<file path="src/rtl/traffic_cmd_arbiter.sv">
`default_nettype none
// ============================================================================
// Module      : traffic_cmd_arbiter
// Description : Shares the traffic-light controller command bus between a
//               host port and a higher-priority service port. Each port has a
//               one-deep holding register. Timing data is range-checked, a
//               starvation guard limits back-to-back service grants, and a
//               fixed idle gap follows every issued command because the
//               controller bus has no ready.
// Revision    : 1.0 - initial release
// ============================================================================
module traffic_cmd_arbiter #(
  parameter int unsigned CMD_GAP    = 4,
  parameter int unsigned MIN_TIME   = 1,
  parameter int unsigned MAX_TIME   = 30000,
  parameter int unsigned FAIR_LIMIT = 2
) (
  input  logic        clk_i,
  input  logic        arst_i,
  input  logic [2:0]  host_type_i,
  input  logic [15:0] host_data_i,
  input  logic        host_valid_i,
  output logic        host_ready_o,
  output logic        host_err_o,
  input  logic [2:0]  svc_type_i,
  input  logic [15:0] svc_data_i,
  input  logic        svc_valid_i,
  output logic        svc_ready_o,
  output logic        svc_err_o,
  output logic [2:0]  cmd_type_o,
  output logic [15:0] cmd_data_o,
  output logic        cmd_valid_o,
  output logic        busy_o
);

  localparam int unsigned GAP_W  = (CMD_GAP > 1) ? $clog2(CMD_GAP) : 1;
  localparam int unsigned FAIR_W = $clog2(FAIR_LIMIT + 2);

  localparam logic [0:0]        c_ST_IDLE  = 1'b0;
  localparam logic [0:0]        c_ST_GAP   = 1'b1;
  localparam logic [GAP_W-1:0]  c_GAP_LAST = GAP_W'(CMD_GAP - 1);
  localparam logic [FAIR_W-1:0] c_FAIR_MAX = FAIR_W'(FAIR_LIMIT);
  localparam logic [15:0]       c_MIN_TIME = 16'(MIN_TIME);
  localparam logic [15:0]       c_MAX_TIME = 16'(MAX_TIME);

  // Holding registers
  logic              r_host_full;
  logic [2:0]        r_host_type;
  logic [15:0]       r_host_data;
  logic              r_svc_full;
  logic [2:0]        r_svc_type;
  logic [15:0]       r_svc_data;

  // Sequencing and arbitration state
  logic [0:0]        r_state;
  logic [GAP_W-1:0]  r_gap_cnt;
  logic [FAIR_W-1:0] r_fair_cnt;
  logic              r_lock;

  // Registered outputs
  logic              r_cmd_valid;
  logic [2:0]        r_cmd_type;
  logic [15:0]       r_cmd_data;
  logic              r_host_err;
  logic              r_svc_err;

  logic              w_grant;
  logic              w_pick_host;
  logic [2:0]        w_sel_type;
  logic [15:0]       w_sel_data;
  logic              w_legal;
  logic              w_issue;
  logic              w_host_load;
  logic              w_svc_load;

  // Service wins unless the host has already been passed over FAIR_LIMIT times.
  assign w_pick_host = r_host_full & (~r_svc_full | (r_fair_cnt == c_FAIR_MAX));
  assign w_grant     = (r_state == c_ST_IDLE) & (r_host_full | r_svc_full);
  assign w_sel_type  = w_pick_host ? r_host_type : r_svc_type;
  assign w_sel_data  = w_pick_host ? r_host_data : r_svc_data;
  assign w_issue     = w_grant & w_legal;

  assign w_host_load = host_valid_i & ~r_host_full;
  assign w_svc_load  = svc_valid_i  & ~r_svc_full;

  // Legality of the selected command: mode commands obey the lock, timing commands need in-range data.
  always_comb begin
    w_legal = 1'b0;
    case (w_sel_type)
      3'd0, 3'd1, 3'd2: w_legal = ~(w_pick_host & r_lock);
      3'd3, 3'd4, 3'd5: w_legal = (w_sel_data >= c_MIN_TIME) && (w_sel_data <= c_MAX_TIME);
      default:          w_legal = 1'b0;
    endcase
  end

  // Host holding register: loads on handshake, empties when the arbiter consumes it.
  always_ff @(posedge clk_i or posedge arst_i) begin
    if (arst_i) begin
      r_host_full <= 1'b0;
      r_host_type <= 3'd0;
      r_host_data <= 16'd0;
    end else if (w_host_load) begin
      r_host_full <= 1'b1;
      r_host_type <= host_type_i;
      r_host_data <= host_data_i;
    end else if (w_grant && w_pick_host) begin
      r_host_full <= 1'b0;
    end
  end

  // Service holding register: loads on handshake, empties when the arbiter consumes it.
  always_ff @(posedge clk_i or posedge arst_i) begin
    if (arst_i) begin
      r_svc_full <= 1'b0;
      r_svc_type <= 3'd0;
      r_svc_data <= 16'd0;
    end else if (w_svc_load) begin
      r_svc_full <= 1'b1;
      r_svc_type <= svc_type_i;
      r_svc_data <= svc_data_i;
    end else if (w_grant && !w_pick_host) begin
      r_svc_full <= 1'b0;
    end
  end

  // IDLE/GAP sequencer: an issued command forces CMD_GAP quiet cycles.
  always_ff @(posedge clk_i or posedge arst_i) begin
    if (arst_i) begin
      r_state   <= c_ST_IDLE;
      r_gap_cnt <= '0;
    end else begin
      case (r_state)
        c_ST_IDLE: begin
          if (w_issue) begin
            r_state   <= c_ST_GAP;
            r_gap_cnt <= '0;
          end
        end
        c_ST_GAP: begin
          if (r_gap_cnt == c_GAP_LAST) begin
            r_state   <= c_ST_IDLE;
            r_gap_cnt <= '0;
          end else begin
            r_gap_cnt <= r_gap_cnt + GAP_W'(1);
          end
        end
        default: begin
          r_state   <= c_ST_IDLE;
          r_gap_cnt <= '0;
        end
      endcase
    end
  end

  // Command bus: single-cycle valid pulse, type/data hold their last value.
  always_ff @(posedge clk_i or posedge arst_i) begin
    if (arst_i) begin
      r_cmd_valid <= 1'b0;
      r_cmd_type  <= 3'd0;
      r_cmd_data  <= 16'd0;
    end else begin
      r_cmd_valid <= w_issue;
      if (w_issue) begin
        r_cmd_type <= w_sel_type;
        r_cmd_data <= w_sel_data;
      end
    end
  end

  // Reject pulses, starvation counter and service lock bookkeeping.
  always_ff @(posedge clk_i or posedge arst_i) begin
    if (arst_i) begin
      r_host_err <= 1'b0;
      r_svc_err  <= 1'b0;
      r_fair_cnt <= '0;
      r_lock     <= 1'b0;
    end else begin
      r_host_err <= w_grant &  w_pick_host & ~w_legal;
      r_svc_err  <= w_grant & ~w_pick_host & ~w_legal;
      if (w_grant) begin
        if (w_pick_host) begin
          r_fair_cnt <= '0;
        end else if (r_host_full && (r_fair_cnt != c_FAIR_MAX)) begin
          r_fair_cnt <= r_fair_cnt + FAIR_W'(1);
        end
      end
      // Service "off" locks out host mode changes; service "run"/"blink" releases it.
      if (w_issue && !w_pick_host) begin
        if (w_sel_type == 3'd1) begin
          r_lock <= 1'b1;
        end else if ((w_sel_type == 3'd0) || (w_sel_type == 3'd2)) begin
          r_lock <= 1'b0;
        end
      end
    end
  end

  assign host_ready_o = ~r_host_full;
  assign svc_ready_o  = ~r_svc_full;
  assign host_err_o   = r_host_err;
  assign svc_err_o    = r_svc_err;
  assign cmd_valid_o  = r_cmd_valid;
  assign cmd_type_o   = r_cmd_type;
  assign cmd_data_o   = r_cmd_data;
  assign busy_o       = (r_state != c_ST_IDLE) | r_host_full | r_svc_full;

endmodule
`default_nettype wire

</file>
<file path="config.mk">
export PLATFORM = sky130hd
export DESIGN_NAME = traffic_cmd_arbiter
export DESIGN_NICKNAME = d
export VERILOG_FILES = /design/src/rtl/traffic_cmd_arbiter.sv
export SDC_FILE = /design/constraint.sdc
export NUM_CORES = 1
export LEC_CHECK = 0
export BUFFER_PORTS_ARGS = -buffer_cell sky130_fd_sc_hd__clkbuf_2
export CORE_MARGIN = 2
export CORE_UTILIZATION = 49
export DETAILED_ROUTE_END_ITERATION = 8
export PLACE_DENSITY = 0.76
export SETUP_SLACK_MARGIN = 0.02
export SYNTH_ARGS = -nofsm -noshare
export SYNTH_HDL_FRONTEND = slang
export SYNTH_SLANG_ARGS = --single-unit
</file>
<file path="constraint.sdc">
create_clock -name clk_i -period 2.69 [get_ports clk_i]
set_input_delay 0.269 -clock clk_i [delete_from_list [all_inputs] [get_ports clk_i]]
set_output_delay 0.269 -clock clk_i [all_outputs]
set_load 0.01 [all_outputs]
</file>
# After elaboration in Yosys (flattened, before gate mapping)
# Index checks and enable logic that the tools add are counted.
[word_totals]
regBits = 68
input_bits = 42
word_cells = 81
output_inout_bits = 25
[classes]
mux = 17
n_eq_ne = 9
n_reduce_logical = 16
bitwise_logic = 20
n_lt_le_gt_ge = 2
n_addsub = 2
[op_table]
columns = ["operator", "n"]
rows = [
  ["16-bit by 1-bit greater-or-equal comparator with 1-bit output (second input constant)", 1],
  ["16-bit by 15-bit less-or-equal comparator with 1-bit output (second input constant)", 1],
  ["16-bit two-way mux", 1],
  ["1-bit bitwise AND", 10],
  ["1-bit two-way mux", 8],
  ["2-bit two-way mux", 4],
  ["2-bit nonzero test", 4],
  ["3-bit by 2-bit == test with 1-bit output (second input constant)", 2],
  ["3-bit == test (second input constant)", 2],
  ["1-bit inverter", 6],
  ["3-bit OR reduction", 2],
  ["1-bit logical AND", 5],
  ["2-bit by 1-bit adder with 2-bit output (second input constant)", 2],
  ["2-bit == test (second input constant)", 2],
  ["2-bit != test (second input constant)", 2],
  ["1-bit OR", 4],
  ["1-bit case mux with 2 select lines", 2],
  ["2-bit case mux with 2 select lines", 1],
  ["2-bit AND reduction", 2],
  ["3-bit by 1-bit == test with 1-bit output (second input constant)", 1],
  ["3-bit zero test", 1],
  ["3-bit two-way mux", 1],
  ["1-bit zero test", 1],
  ["1-bit logical OR", 1],
]

# Logic depth before layout (Yosys ltp)
[depth]
word_depth = 10
ltp_mapped = 11
ltp_nobuf = 9

# Worst setup path after synthesis
# No wires, ideal clock.
[synth_timing]
path_kind = "reg-to-reg"
start = "register r_fair_cnt[0]"
end = "register r_cmd_data[1], in the netlist cmd_data_o[1]"
period_less_slack_ns = 2.498
setup_time_ns = 0.128
arrival_time_ns = 2.370
path_stages_with_launch = 11
setup_slack_ns = 0.192
n_path_buf = 2
required_time_ns = 2.562
cell_sequence = "dfrtp_1 > inv_1 > ha_1 > and2b_4 > nor2_2 > buf_2 > mux2_2 > o211a_4 > nor3b_4 > buf_6 > mux2_1"
[synth_between]
elab_chain_cells = 8
word_cells_on_any_way = 20
cone_classes = "order compare (2); eq/ne (6); mux (3); bitwise (5); reduce/logical (4)"
[synth_lines]
columns = ["element", "line_no", "rtl"]
rows = [
  ["from (decl)", "57", "logic [FAIR_W-1:0] r_fair_cnt;"],
  ["from (signal assigned)", "184", "r_fair_cnt <= r_fair_cnt + FAIR_W'(1);"],
  ["2-bit == test (*)", "77", "assign w_pick_host = r_host_full & (~r_svc_full | (r_fair_cnt == c_FAIR_MAX));"],
  ["1-bit OR (*)", "77", ""],
  ["1-bit bitwise AND (*)", "77", ""],
  ["16-bit two-way mux / 3-bit two-way mux (equally long branches)", "80, 79", ""],
  ["16-bit by 1-bit greater-or-equal comparator with 1-bit output (tied with other cells)", "91", "3'd3, 3'd4, 3'd5: w_legal = (w_sel_data >= c_MIN_TIME) && (w_sel_data <= c_MAX_TIME);"],
  ["1-bit logical AND / 3-bit OR reduction (equally long branches)", "91, 89", ""],
  ["1-bit case mux with 2 select lines", "89", "case (w_sel_type)"],
  ["1-bit bitwise AND", "81", "assign w_issue = w_grant & w_legal;"],
  ["to (signal assigned)", "165", "r_cmd_data <= w_sel_data;"],
  ["to (decl)", "63", "logic [15:0] r_cmd_data;"],
]
# Mark *: on every way between the ends. The rest lies on a longest branch, timed or not.
# A chain may end at the register's enable or synchronous reset.

# Final worst setup path
[layout_timing]
start = "register r_svc_data[3]"
end = "register r_cmd_data[14], in the netlist cmd_data_o[14]"
[layout_between]
elab_chain_cells = 5
word_cells_on_any_way = 6
cone_classes = "order compare (2); mux (2); bitwise (1); reduce/logical (1)"
[layout_lines]
columns = ["element", "line_no", "rtl"]
rows = [
  ["from (decl)", "52", "logic [15:0] r_svc_data;"],
  ["from (signal assigned)", "120", "r_svc_data <= svc_data_i;"],
  ["16-bit two-way mux (*)", "80", "assign w_sel_data = w_pick_host ? r_host_data : r_svc_data;"],
  ["16-bit by 1-bit greater-or-equal comparator with 1-bit output / 16-bit by 15-bit less-or-equal comparator with 1-bit output (equally long branches)", "91", ""],
  ["1-bit logical AND (*)", "91", ""],
  ["1-bit case mux with 2 select lines (*)", "89", ""],
  ["1-bit bitwise AND (*)", "81", ""],
]
# Marked as above.

==> metrics.md <==
| Metric | Value |
|---|---|
| Critical path data arrival time | 2900 ps |
| Synth Register Bits | just under 70 |
| Hold_buf cts | 0 |
| Worst-path maximum fanout | 8 |
| CP Buf/Inv Count | 2 |
| Reg-to-Reg End | cmd_data_o[14]$_DFFE_PP0P_ |
| Area growth syn-to-layout | 26.0% |
| Clk_lat worst skew | approximately 350 ps |
| # diodes | 0 |
| CP Class | reg2reg |
| Max clock buf depth | 2 |
| Largest net degree at the start of global routing | 36 |
| Die area | slightly above 0.007 sq mm |
| CTS tree | yes |
| Hold Violations, Final | 0 |
| Critical path startpoint category | register |
| DIE WIDTH | about 85 um |
| Top FF cell, synth | dfrtp_1 |
| Ys Warns | 0 |
| Slowest Stage Delay on Critical Path | ~560 ps |
| Core footprint | between 0.006 and 0.007 sq mm |
| Worst reg2reg path depth | 8 |
| Slowest cell on crit path | or4_4 |
| Hold/Removal Path Class | in2async |
| Post-synth ARST share | 100% |
| Critical path's top delay family | simple AND/OR/NAND/NOR gates |
| Headroom to the max-slew limit | 50.6% |
| Number of max-cap violations | 0 |
| Synth Area per Inst | 13.6 sq um |
| DIE HEIGHT | 84.9 um |
| Vias per Instance | 5.57 |
| Worst EP required | approximately 2900 ps |
| Setup TNS | 0 ps |
| Initial antenna violation count | 0 |
| Pre-antenna DRT Iters | 4 |
| EDFF count, synth | 0 |
| Peak VDD IR | 0.763 mV |
| Final WS setup | around 13 ps |
| Syn Nets | 280 |
| Initial Util | 50.5% |
| H-tree lvl count | 3 |
| Layout Skew | 8.97 ps |
| Cells after Synth | between 200 and 250 |
| Mapped cell area | 0.00321 sq mm |
| Share of layout cells above drive strength 1 | 55.3% |
| Pwr/cell area | approximately 1400 mW/mm^2 |
| Worst r2r src | r_svc_data[3]$_DFFE_PP0P_ |
| Final min period | 2680 ps |
| Register-to-register setup slack | 10 ps |
| Crit-path cells | or4_4 -> o41ai_4 -> a221o_1 -> o211a_4 -> nor3b_4 -> buf_12 -> buf_4 -> mux2_1 |
| Status | complete, no violations |
| GRT overflow | 0 |
| RD Place Congestion | between 0.8 and 0.9 |
| Vias | 2,273 |
| IO Pins | 67 |
| Pre-CTS WS | roughly 40 ps |
| DRT Wirelength | roughly 7000 um |
| Antenna viol nets, final | 0 |
| Clock Tree Root | clkbuf_8 |
| Top-count cell post-synth | dfrtp_1 |
| Synth top cells by count | dfrtp_1, mux2_2, mux2_4 |
| DP HPWL | roughly 5100 um |
| Worst setup EP type | register |
| PortBufs | between 60 and 70 |
| # clock sinks | 68 |
| DP Area | 0.00369 sq mm |
| Final period util | between 90% and 100% |
| Synth top area share | between 50 and 60% |
| Final instance area | 0.00405 sq mm |
| P_leak | 1.88 nW |
| Final Util | 63.7% |
| Sequential fraction of the synthesis area | 53.0% |
| RSZ-0062 raised after global routing | true |
| Min Hold Slack | 30.4 ps |
| DR DRC count | 0 |
| Drt initial violations | between 100 and 150 |
| Num CTS Buffers | 9 |
| Row count | 29 |
| Worst Tran Pin Value | 739 ps |
| Reg clk slew, reported paths | 70 ps |
| Fin nets | 370 |
| Count of pins over their slew limit | 0 |
| Number of global-route vias before repair | 2,388 |
| Overall routing resource usage | 21.0% |
| First-pass GRT wire length | ~12,000 um |
| Yosys cell types | 41 |
| Final Setup Violations | 0 |
| Fmax | roughly 370 MHz |
| Wire length per cell | 17.6 um |
| Largest cells by area after synthesis | dfrtp_1, mux2_2, mux2_4 |
| Largest area contributor in the netlist | dfrtp_1 |
[metal layers]
metal	track usage, %	routed length [um]	part of all wire, %
met1	26.9	3230	45
met2	33.7	3470	48
met3	6.61	326	4.5
met4	8.08	170	2.4
met5	0	0	0
[worst register-to-register path: stages, from the launching register on]
cell,delay (ps)
dfrtp_1,400
or4_4,560
o41ai_4,370
a221o_1,230
o211a_4,170
nor3b_4,240
buf_12,170
buf_4,110
mux2_1,310
[sequential cells by signal, summed over array words and instances (netlist names)]
signal and count:
svc_err_o 1, r_lock 1, r_host_data 16, r_svc_data 16
cmd_type_o 3, r_gap_cnt 2, cmd_valid_o 1, r_state 1
host_err_o 1, r_svc_type 3, r_svc_full 1, r_host_full 1
r_fair_cnt 2, r_host_type 3, cmd_data_o 16
[logic make-up after synthesis]
| logic type | synth area share, % |
|---|---|
| multiplexers | 28.9 |
| flip-flops | 53.0 |
| AND/OR/NAND/NOR | 8.23 |
| AO/OA/AOI/OAI | 6.82 |
| buffers and inverters | 2.26 |
| adder cells (fa/ha/maj) | 0.780 |
[area by class of cell]
class	instances	area [sq um]
Sequential cell	68	1700
Timing Repair Buffer	88	544
Fill cell	495	2300
Tap cell	77	96.3
Inverter	6	22.5
Multi-Input combinational cell	153	1460
Clock buffer	11	141
Clock inverter	5	75.1
[placed cells by master, fill, tap and decap left out, types with 2 or more instances in the layout]
cell and instances:
dfrtp_1 68, nor2b_1 4, clkbuf_2 66, mux2_1 4, nor4_1 4, ha_1 2
clkinv_2 3, buf_12 3, a211oi_1 4, mux2_4 13, mux2i_1 6, clkbuf_8 10
and4_1 2, bufinv_16 2, o22ai_1 3, nor3_1 5, inv_1 5, buf_4 17
nand2_1 5, nand2b_1 5, nor2_1 6, a31oi_1 3, o21ai_0 5, nand4_1 3
a21oi_1 3, mux2_2 57
[power breakdown]
part / total, mW / internal, mW / switching [mW]
Clock: 0.914 / 0.542 / 0.371
Combinational: 2.77 / 1.65 / 1.12
Sequential: 2.08 / 1.55 / 0.525
[worst max-delay path by stage]
stage	start	endpoint	slack, ps	cells past startpoint
finish	r_svc_data[3]$_DFFE_PP0P_	cmd_data_o[14]$_DFFE_PP0P_	10	8
global route	r_fair_cnt[0]$_DFFE_PP0P_	cmd_data_o[14]$_DFFE_PP0P_	-60	11
CTS	r_fair_cnt[0]$_DFFE_PP0P_	cmd_data_o[13]$_DFFE_PP0P_	60	10
detailed placement	r_fair_cnt[0]$_DFFE_PP0P_	cmd_data_o[15]$_DFFE_PP0P_	40	10
global placement	r_fair_cnt[0]$_DFFE_PP0P_	cmd_data_o[15]$_DFFE_PP0P_	130	10
floorplan	r_fair_cnt[0]$_DFFE_PP0P_	cmd_data_o[1]$_DFFE_PP0P_	190	10
[through the flow]
step	instances	power, mW
final	408	5.76
after global routing	408	6.12
after CTS	396	5.41
after detailed placement	380	4.48
after global placement	380	4.38
after floorplan	236	3.72
[what timing repair did]
item | CTS | global route
gates cloned | 0 | 0
pin swaps | 0 | 5
buffers inserted | 0 | 12
endpoints found under the setup margin | 7 | 18
gates resized for setup | 1 | 12
Note: power is estimated with default switching activity, not from simulation.
